## config.mk

```make
export PLATFORM = sky130hd
export DESIGN_NAME = vga_sync_gen_flat
export DESIGN_NICKNAME = d
export VERILOG_FILES = /design/src/rtl/vga_sync_gen_if.sv /design/src/rtl/vga_sync_gen.sv /design/src/flat_wrapper.sv
export SDC_FILE = /design/constraint.sdc
export NUM_CORES = 1
export LEC_CHECK = 0
export ABC_AREA = 0
export ABC_CLOCK_PERIOD_IN_PS = 1900
export BUFFER_PORTS_ARGS = -buffer_cell sky130_fd_sc_hd__buf_2
export CAP_MARGIN = 30
export CORE_MARGIN = 4
export CORE_UTILIZATION = 46
export CTS_CLUSTER_SIZE = 25
export DETAILED_ROUTE_END_ITERATION = 7
export PLACE_DENSITY = 0.88
export SYNTH_ARGS = -nofsm -noshare
export SYNTH_HDL_FRONTEND = slang
export SYNTH_SLANG_ARGS = --single-unit
```

## constraint.sdc

```tcl
create_clock -name clk -period 1.9 [get_ports clk]
set_input_delay 0.095 -clock clk [delete_from_list [all_inputs] [get_ports clk]]
set_output_delay 0.095 -clock clk [all_outputs]
set_load 0.01 [all_outputs]
```

## src/rtl/vga_sync_gen_if.sv

```systemverilog
// Pixel-side bundle between the VGA timer/frame buffer and vga_sync_gen.
// With TEST_PATTERN_EN defined the bundle also carries test_mode.
interface vga_sync_gen_if #(
  parameter int DATA_W = 8
);
  logic              enable;
  logic              pixel_clk;
  logic [9:0]        counter_in_col;
  logic [9:0]        counter_in_row;
  logic [19:0]       counter_in_addr;
  logic              rd_en;
  logic [19:0]       rd_addr;
  logic [DATA_W-1:0] rd_data;
  logic              hsync;
  logic              vsync;
  logic              blank_n;
  logic [DATA_W-1:0] rgb_out;
  logic              frame_start;
  logic              range_err;
`ifdef TEST_PATTERN_EN
  logic              test_mode;

  modport slave (
    input  enable, pixel_clk, counter_in_col, counter_in_row, counter_in_addr,
           rd_data, test_mode,
    output rd_en, rd_addr, hsync, vsync, blank_n, rgb_out, frame_start, range_err
  );
  modport master (
    output enable, pixel_clk, counter_in_col, counter_in_row, counter_in_addr,
           rd_data, test_mode,
    input  rd_en, rd_addr, hsync, vsync, blank_n, rgb_out, frame_start, range_err
  );
`else
  modport slave (
    input  enable, pixel_clk, counter_in_col, counter_in_row, counter_in_addr,
           rd_data,
    output rd_en, rd_addr, hsync, vsync, blank_n, rgb_out, frame_start, range_err
  );
  modport master (
    output enable, pixel_clk, counter_in_col, counter_in_row, counter_in_addr,
           rd_data,
    input  rd_en, rd_addr, hsync, vsync, blank_n, rgb_out, frame_start, range_err
  );
`endif
endinterface

```

## src/rtl/vga_sync_gen.sv

```systemverilog
// VGA sync/blank decoder with frame-buffer read issue and read-latency compensation.
// Optional colour-bar generator enabled by defining TEST_PATTERN_EN.
module vga_sync_gen #(
  parameter int H_ACTIVE = 640,
  parameter int H_FP     = 16,
  parameter int H_SYNC   = 96,
  parameter int H_TOTAL  = 800,
  parameter int V_ACTIVE = 480,
  parameter int V_FP     = 10,
  parameter int V_SYNC   = 2,
  parameter int V_TOTAL  = 525,
  parameter int MEM_LAT  = 2,
  parameter int DATA_W   = 8
) (
  input logic          clk,
  input logic          n_rst,
  vga_sync_gen_if.slave bus
);

  localparam int STAGES = MEM_LAT + 1;

  localparam logic [9:0] HA  = 10'(H_ACTIVE);
  localparam logic [9:0] HS0 = 10'(H_ACTIVE + H_FP);
  localparam logic [9:0] HS1 = 10'(H_ACTIVE + H_FP + H_SYNC);
  localparam logic [9:0] HT  = 10'(H_TOTAL);
  localparam logic [9:0] VA  = 10'(V_ACTIVE);
  localparam logic [9:0] VS0 = 10'(V_ACTIVE + V_FP);
  localparam logic [9:0] VS1 = 10'(V_ACTIVE + V_FP + V_SYNC);
  localparam logic [9:0] VT  = 10'(V_TOTAL);
`ifdef TEST_PATTERN_EN
  localparam logic [9:0] BAR_W = 10'(H_ACTIVE / 8);
`endif

  typedef enum logic [1:0] {IDLE, SYNCING, ACTIVE} state_t;

  typedef struct packed {
    logic       hs;
    logic       vs;
    logic       act;
    logic       first;
`ifdef TEST_PATTERN_EN
    logic       pat;
    logic [2:0] bar;
`endif
  } tap_t;

  function automatic tap_t idle_tap();
    tap_t t;
    t    = '0;
    t.hs = 1'b1;
    t.vs = 1'b1;
    return t;
  endfunction

  // Out-of-range counters decode as a blank pixel with both syncs inactive.
  function automatic tap_t decode_p0(input logic [9:0] col, input logic [9:0] row);
    tap_t t;
    logic in_rng;
    t       = idle_tap();
    in_rng  = (col < HT) && (row < VT);
    t.act   = in_rng && (col < HA) && (row < VA);
    t.hs    = !(in_rng && (col >= HS0) && (col < HS1));
    t.vs    = !(in_rng && (row >= VS0) && (row < VS1));
    t.first = (col == 10'd0) && (row == 10'd0);
`ifdef TEST_PATTERN_EN
    t.bar   = 3'(col / BAR_W);
`endif
    return t;
  endfunction

  function automatic logic [DATA_W-1:0] pixel_out(input tap_t t, input logic [DATA_W-1:0] mem);
    if (!t.act) return '0;
`ifdef TEST_PATTERN_EN
    if (t.pat) return DATA_W'({{3{t.bar[2]}}, {3{t.bar[1]}}, {2{t.bar[0]}}});
`endif
    return mem;
  endfunction

  state_t            r_state;
  tap_t              r_dl [STAGES];
  logic              r_hsync;
  logic              r_vsync;
  logic              r_blank_n;
  logic [DATA_W-1:0] r_rgb;
  logic              r_rd_en;
  logic [19:0]       r_rd_addr;
  logic              r_frame_start;
  logic              r_range_err;

  tap_t w_tap_p0;
  tap_t w_push_p0;
  tap_t w_tail;
  logic w_live;
  logic w_oor;
  logic w_rd_req;

  always_comb begin
    w_tap_p0  = decode_p0(bus.counter_in_col, bus.counter_in_row);
    w_oor     = (bus.counter_in_col >= HT) || (bus.counter_in_row >= VT);
    // The (0,0) strobe that ends SYNCING is already the first live pixel.
    w_live    = (r_state == ACTIVE) || ((r_state == SYNCING) && w_tap_p0.first);
    w_push_p0 = w_tap_p0;
    w_push_p0.act   = w_tap_p0.act & w_live;
    w_push_p0.first = w_tap_p0.first & w_live;
`ifdef TEST_PATTERN_EN
    w_push_p0.pat   = bus.test_mode;
    w_rd_req        = w_push_p0.act & ~bus.test_mode;
`else
    w_rd_req        = w_push_p0.act;
`endif
    w_tail    = r_dl[STAGES-1];
  end

  always_ff @(posedge clk or negedge n_rst) begin
    if (!n_rst) begin
      r_state       <= IDLE;
      r_hsync       <= 1'b1;
      r_vsync       <= 1'b1;
      r_blank_n     <= 1'b0;
      r_rgb         <= '0;
      r_rd_en       <= 1'b0;
      r_rd_addr     <= '0;
      r_frame_start <= 1'b0;
      r_range_err   <= 1'b0;
      for (int i = 0; i < STAGES; i++) r_dl[i] <= idle_tap();
    end else if (!bus.enable) begin
      r_state       <= IDLE;
      r_hsync       <= 1'b1;
      r_vsync       <= 1'b1;
      r_blank_n     <= 1'b0;
      r_rgb         <= '0;
      r_rd_en       <= 1'b0;
      r_rd_addr     <= '0;
      r_frame_start <= 1'b0;
      for (int i = 0; i < STAGES; i++) r_dl[i] <= idle_tap();
    end else begin
      r_rd_en       <= 1'b0;
      r_frame_start <= 1'b0;
      if (bus.pixel_clk) begin
        if (w_oor) r_range_err <= 1'b1;
        case (r_state)
          IDLE: r_state <= SYNCING;
          default: begin
            // stage 0: decoded pixel enters the latency-matching delay line
            r_dl[0] <= w_push_p0;
            for (int i = 1; i < STAGES; i++) r_dl[i] <= r_dl[i-1];
            // output stage: tail meets the read data returned for it
            r_hsync       <= w_tail.hs;
            r_vsync       <= w_tail.vs;
            r_blank_n     <= w_tail.act;
            r_rgb         <= pixel_out(w_tail, bus.rd_data);
            r_frame_start <= w_tail.first && (r_state == ACTIVE);
            if (w_live) r_state <= ACTIVE;
            if (w_rd_req) begin
              r_rd_en   <= 1'b1;
              r_rd_addr <= bus.counter_in_addr;
            end
          end
        endcase
      end
    end
  end

  assign bus.hsync       = r_hsync;
  assign bus.vsync       = r_vsync;
  assign bus.blank_n     = r_blank_n;
  assign bus.rgb_out     = r_rgb;
  assign bus.rd_en       = r_rd_en;
  assign bus.rd_addr     = r_rd_addr;
  assign bus.frame_start = r_frame_start;
  assign bus.range_err   = r_range_err;

endmodule

```

## src/flat_wrapper.sv

```systemverilog
// flat-port wrapper written by rule: the top's interface ports become plain ports
module vga_sync_gen_flat 
#(
  parameter int H_ACTIVE = 640,
  parameter int H_FP     = 16,
  parameter int H_SYNC   = 96,
  parameter int H_TOTAL  = 800,
  parameter int V_ACTIVE = 480,
  parameter int V_FP     = 10,
  parameter int V_SYNC   = 2,
  parameter int V_TOTAL  = 525,
  parameter int MEM_LAT  = 2,
  parameter int DATA_W   = 8
)
  (clk, n_rst, bus_enable, bus_pixel_clk, bus_counter_in_col, bus_counter_in_row, bus_counter_in_addr, bus_rd_data, bus_rd_en, bus_rd_addr, bus_hsync, bus_vsync, bus_blank_n, bus_rgb_out, bus_frame_start, bus_range_err);
  vga_sync_gen_if #(.DATA_W(DATA_W)) bus_i ();
  input logic clk;
  input logic n_rst;
  input wire logic [$bits(bus_i.enable)-1:0] bus_enable;
  input wire logic [$bits(bus_i.pixel_clk)-1:0] bus_pixel_clk;
  input wire logic [$bits(bus_i.counter_in_col)-1:0] bus_counter_in_col;
  input wire logic [$bits(bus_i.counter_in_row)-1:0] bus_counter_in_row;
  input wire logic [$bits(bus_i.counter_in_addr)-1:0] bus_counter_in_addr;
  input wire logic [$bits(bus_i.rd_data)-1:0] bus_rd_data;
  output wire logic [$bits(bus_i.rd_en)-1:0] bus_rd_en;
  output wire logic [$bits(bus_i.rd_addr)-1:0] bus_rd_addr;
  output wire logic [$bits(bus_i.hsync)-1:0] bus_hsync;
  output wire logic [$bits(bus_i.vsync)-1:0] bus_vsync;
  output wire logic [$bits(bus_i.blank_n)-1:0] bus_blank_n;
  output wire logic [$bits(bus_i.rgb_out)-1:0] bus_rgb_out;
  output wire logic [$bits(bus_i.frame_start)-1:0] bus_frame_start;
  output wire logic [$bits(bus_i.range_err)-1:0] bus_range_err;
  assign bus_i.enable = bus_enable;
  assign bus_i.pixel_clk = bus_pixel_clk;
  assign bus_i.counter_in_col = bus_counter_in_col;
  assign bus_i.counter_in_row = bus_counter_in_row;
  assign bus_i.counter_in_addr = bus_counter_in_addr;
  assign bus_i.rd_data = bus_rd_data;
  assign bus_rd_en = bus_i.rd_en;
  assign bus_rd_addr = bus_i.rd_addr;
  assign bus_hsync = bus_i.hsync;
  assign bus_vsync = bus_i.vsync;
  assign bus_blank_n = bus_i.blank_n;
  assign bus_rgb_out = bus_i.rgb_out;
  assign bus_frame_start = bus_i.frame_start;
  assign bus_range_err = bus_i.range_err;
  vga_sync_gen #(.H_ACTIVE(H_ACTIVE), .H_FP(H_FP), .H_SYNC(H_SYNC), .H_TOTAL(H_TOTAL), .V_ACTIVE(V_ACTIVE), .V_FP(V_FP), .V_SYNC(V_SYNC), .V_TOTAL(V_TOTAL), .MEM_LAT(MEM_LAT), .DATA_W(DATA_W)) u_core (.clk(clk), .n_rst(n_rst), .bus(bus_i));
endmodule
```

==> impl_metrics.tcl <==
set metrics [dict create \
    grt_overflow 0 \
    insertion_delay_ns 0.30 \
    layout_commonest_cell "buf_2" \
    htreeDepth 2 \
    layout-drive-gt1-share_pct 43.8 \
    ir_drop_uv 414 \
    wirelength_mm 4.55 \
    finalCritPeriodShare_pct 85.7 \
    crit_fanout 20 \
    io_pins 86 \
    initial_utilization_pct 47.6 \
    grt_pass1_vias 1542 \
    p_leak_nw 1.33 \
    drt_iter0_drc 78 \
    grt_pass1_wl_mm 7.16 \
    antenna_cells 0 \
    final_cell_area_um2 2510 \
    fin_crit_ns 1.63 \
    drc 0 \
    synthTopCellsByArea "dfrtp_1 (52%), a22o_1 (15%), dfstp_2 (11%), o22a_1 (2.7%), buf_6 (2.3%)" \
    antenna_found_initial 0 \
    critPathCaptureType "flop" \
    drv_cap 0 \
    cp.arrival_ns 1.86 \
    place.gp.congestion 0.800 \
    die_h_um 72.6 \
    final_cell_mix "buf_2 (85), dfrtp_1 (40), a22o_1 (32)" \
    synth_top_area_share_pct 52.2 \
    path_class "reg2reg" \
    clockBufferDepth 2 \
    die_area_um2 5270 \
    port_buffers 85 \
    power_density_nw_per_um2 690 \
    synth_seq_cells 48 \
    worstHoldPathType "in2reg" \
    yosys.cell_types.count 30 \
    drt-wirelength-per-cell_um 15.7 \
    coreArea_um2 4030 \
    syn_area_um2 1920 \
    fin_nets 292 \
    outcome "finished, final reports clean" \
    syn_area_per_cell_um2 13.0 \
    required_ns 2.13 \
    synth_top_cell_by_area "dfrtp_1" \
    placed_cell_area_um2 2370 \
    syn_nets 199 \
    synth_edf_count 0 \
    rsz0062_at_grt "false" \
    ys_seq_area_share_pct 63.1 \
    async_flop_share_pct 100 \
    grt_max_degree 49 \
    synthFlopType "dfrtp_1" \
    yosys_warnings 0 \
    setup_tns_ns 0 \
    hold_viol_final 0 \
    dp_hpwl_mm 3.24 \
    area_growth_syn_to_layout_pct 30.9 \
    cp-start-kind "flop" \
    row_count 23 \
    clk_pin_slew_ns 0.08 \
    ant_nets 0 \
    clock_sinks 48 \
    dr.pass1.iters 4 \
    syn_inst 147 \
    vias_per_cell 5.40 \
    die-width_um 72.6 \
    fmax_mhz 614 \
    cts_setup_buffers 0 \
    clock-skew-final_ns 0.00575 \
    dr_total_vias 1567 \
    cts_tree "built" \
    worstMarginPinSlew_ns 0.580 \
    numCtsBuffers 5 \
    cts-root-buf "clkbuf_8" \
    drv_slew 0 \
    grt_usage_pct 17.7 \
    worst_hold_slack_ns 0.0146 \
    relSlewSlack_pct 61.3 \
    setup_viol 0 \
]
[path summary, 6_finish.rpt]
check	startpoint	end	slack, ns	cells past startpoint
max	u_core.r_state[1]	u_core.bus.rd_addr[16]	0.27	4
min	bus_rd_data[5]	u_core.bus.rgb_out[5]	0.01	2
max reg2reg	u_core.r_state[1]	u_core.bus.rd_addr[16]	0.27	4
min reg2reg	u_core.bus.range_err	u_core.bus.range_err	0.46	1
max in group asynchronous	n_rst	u_core.bus.hsync	1.09	3
min in group asynchronous	n_rst	u_core.bus.rd_addr[4]	0.42	3
[timing repair]
| item | CTS | global route |
|---|---|---|
| hold buffers | 5 | 0 |
| gates resized for setup | 1 | 0 |
| hold endpoints to repair | 44 | 0 |
| setup endpoints to repair | 20 | 0 |
[state kept, by name (all words and copies together) (netlist names)]
name                    cells
u_core.bus.rd_addr         20
u_core.r_state              2
u_core.bus.vsync            1
u_core.bus.frame_start      1
u_core.bus.blank_n          1
u_core.bus.range_err        1
u_core.bus.rd_en            1
u_core.r_dl                12
u_core.bus.rgb_out          8
u_core.bus.hsync            1
[area by class of cell]
class / instances / area (µm²)
Clock buffer: 6 / 72.6
Clock inverter: 1 / 5.00
Fill cell: 324 / 1520
Inverter: 1 / 3.75
Multi-Input combinational cell: 92 / 664
Sequential cell: 48 / 1210
Tap cell: 50 / 62.6
Timing Repair Buffer: 92 / 490
[metal layers]
layer | wire length (µm) | GRT usage (%) | vias to the layer above
met5 | 0 | 0 | -
met4 | 48 | 4.92 | 0
met3 | 337 | 5.37 | 5
met2 | 2260 | 29.5 | 57
met1 | 1900 | 22.4 | 758
li1 | - | - | 747
[logic make-up (layout without fill, tap and decap cells)]
kind of cell	after synthesis	in the layout	share of synthesized area, %
simple gates	39	39	10.6
buf+inv	7	100	3.00
compound gates	53	53	23.2
flops	48	48	63.1
[Yosys cell counts (3+ instances only)]
| master | count |
|---|---|
| nor2_1 | 8 |
| a22o_1 | 32 |
| and3_1 | 3 |
| a21o_1 | 4 |
| nor4_1 | 4 |
| dfrtp_1 | 40 |
| nand2_1 | 9 |
| nor2b_1 | 3 |
| a31oi_1 | 3 |
| dfstp_2 | 8 |
| nor3_1 | 3 |
| buf_6 | 4 |
| o22a_1 | 6 |
[power by group]
| part | internal (mW) | switching (mW) |
|---|---|---|
| registers | 1.02 | 0.00225 |
| clock network | 0.250 | 0.314 |
| logic | 0.0615 | 0.0810 |
[through the flow]
| stage | util (%) | power, mW | setup WS [ns] | instances |
|---|---|---|---|---|
| after global routing | 62.3 | 1.81 | 0.167 | 290 |
| final | 62.3 | 1.73 | 0.272 | 290 |
| after CTS | 62.3 | 1.76 | 0.275 | 290 |
| after floorplan | - | 1.09 | 0.549 | 147 |
| after global placement | 58.9 | 1.18 | 0.106 | 278 |
| after detailed placement | 58.9 | 1.18 | 0.0160 | 278 |
[worst max-delay path, stage by stage, from the launching register on]
cell and delay [ns]:
dfrtp_1 0.43, nor2b_1 0.17, o21bai_2 0.22, a31oi_4 0.51, a22o_1 0.23
No activity file was read; power rests on OpenSTA's default activity.
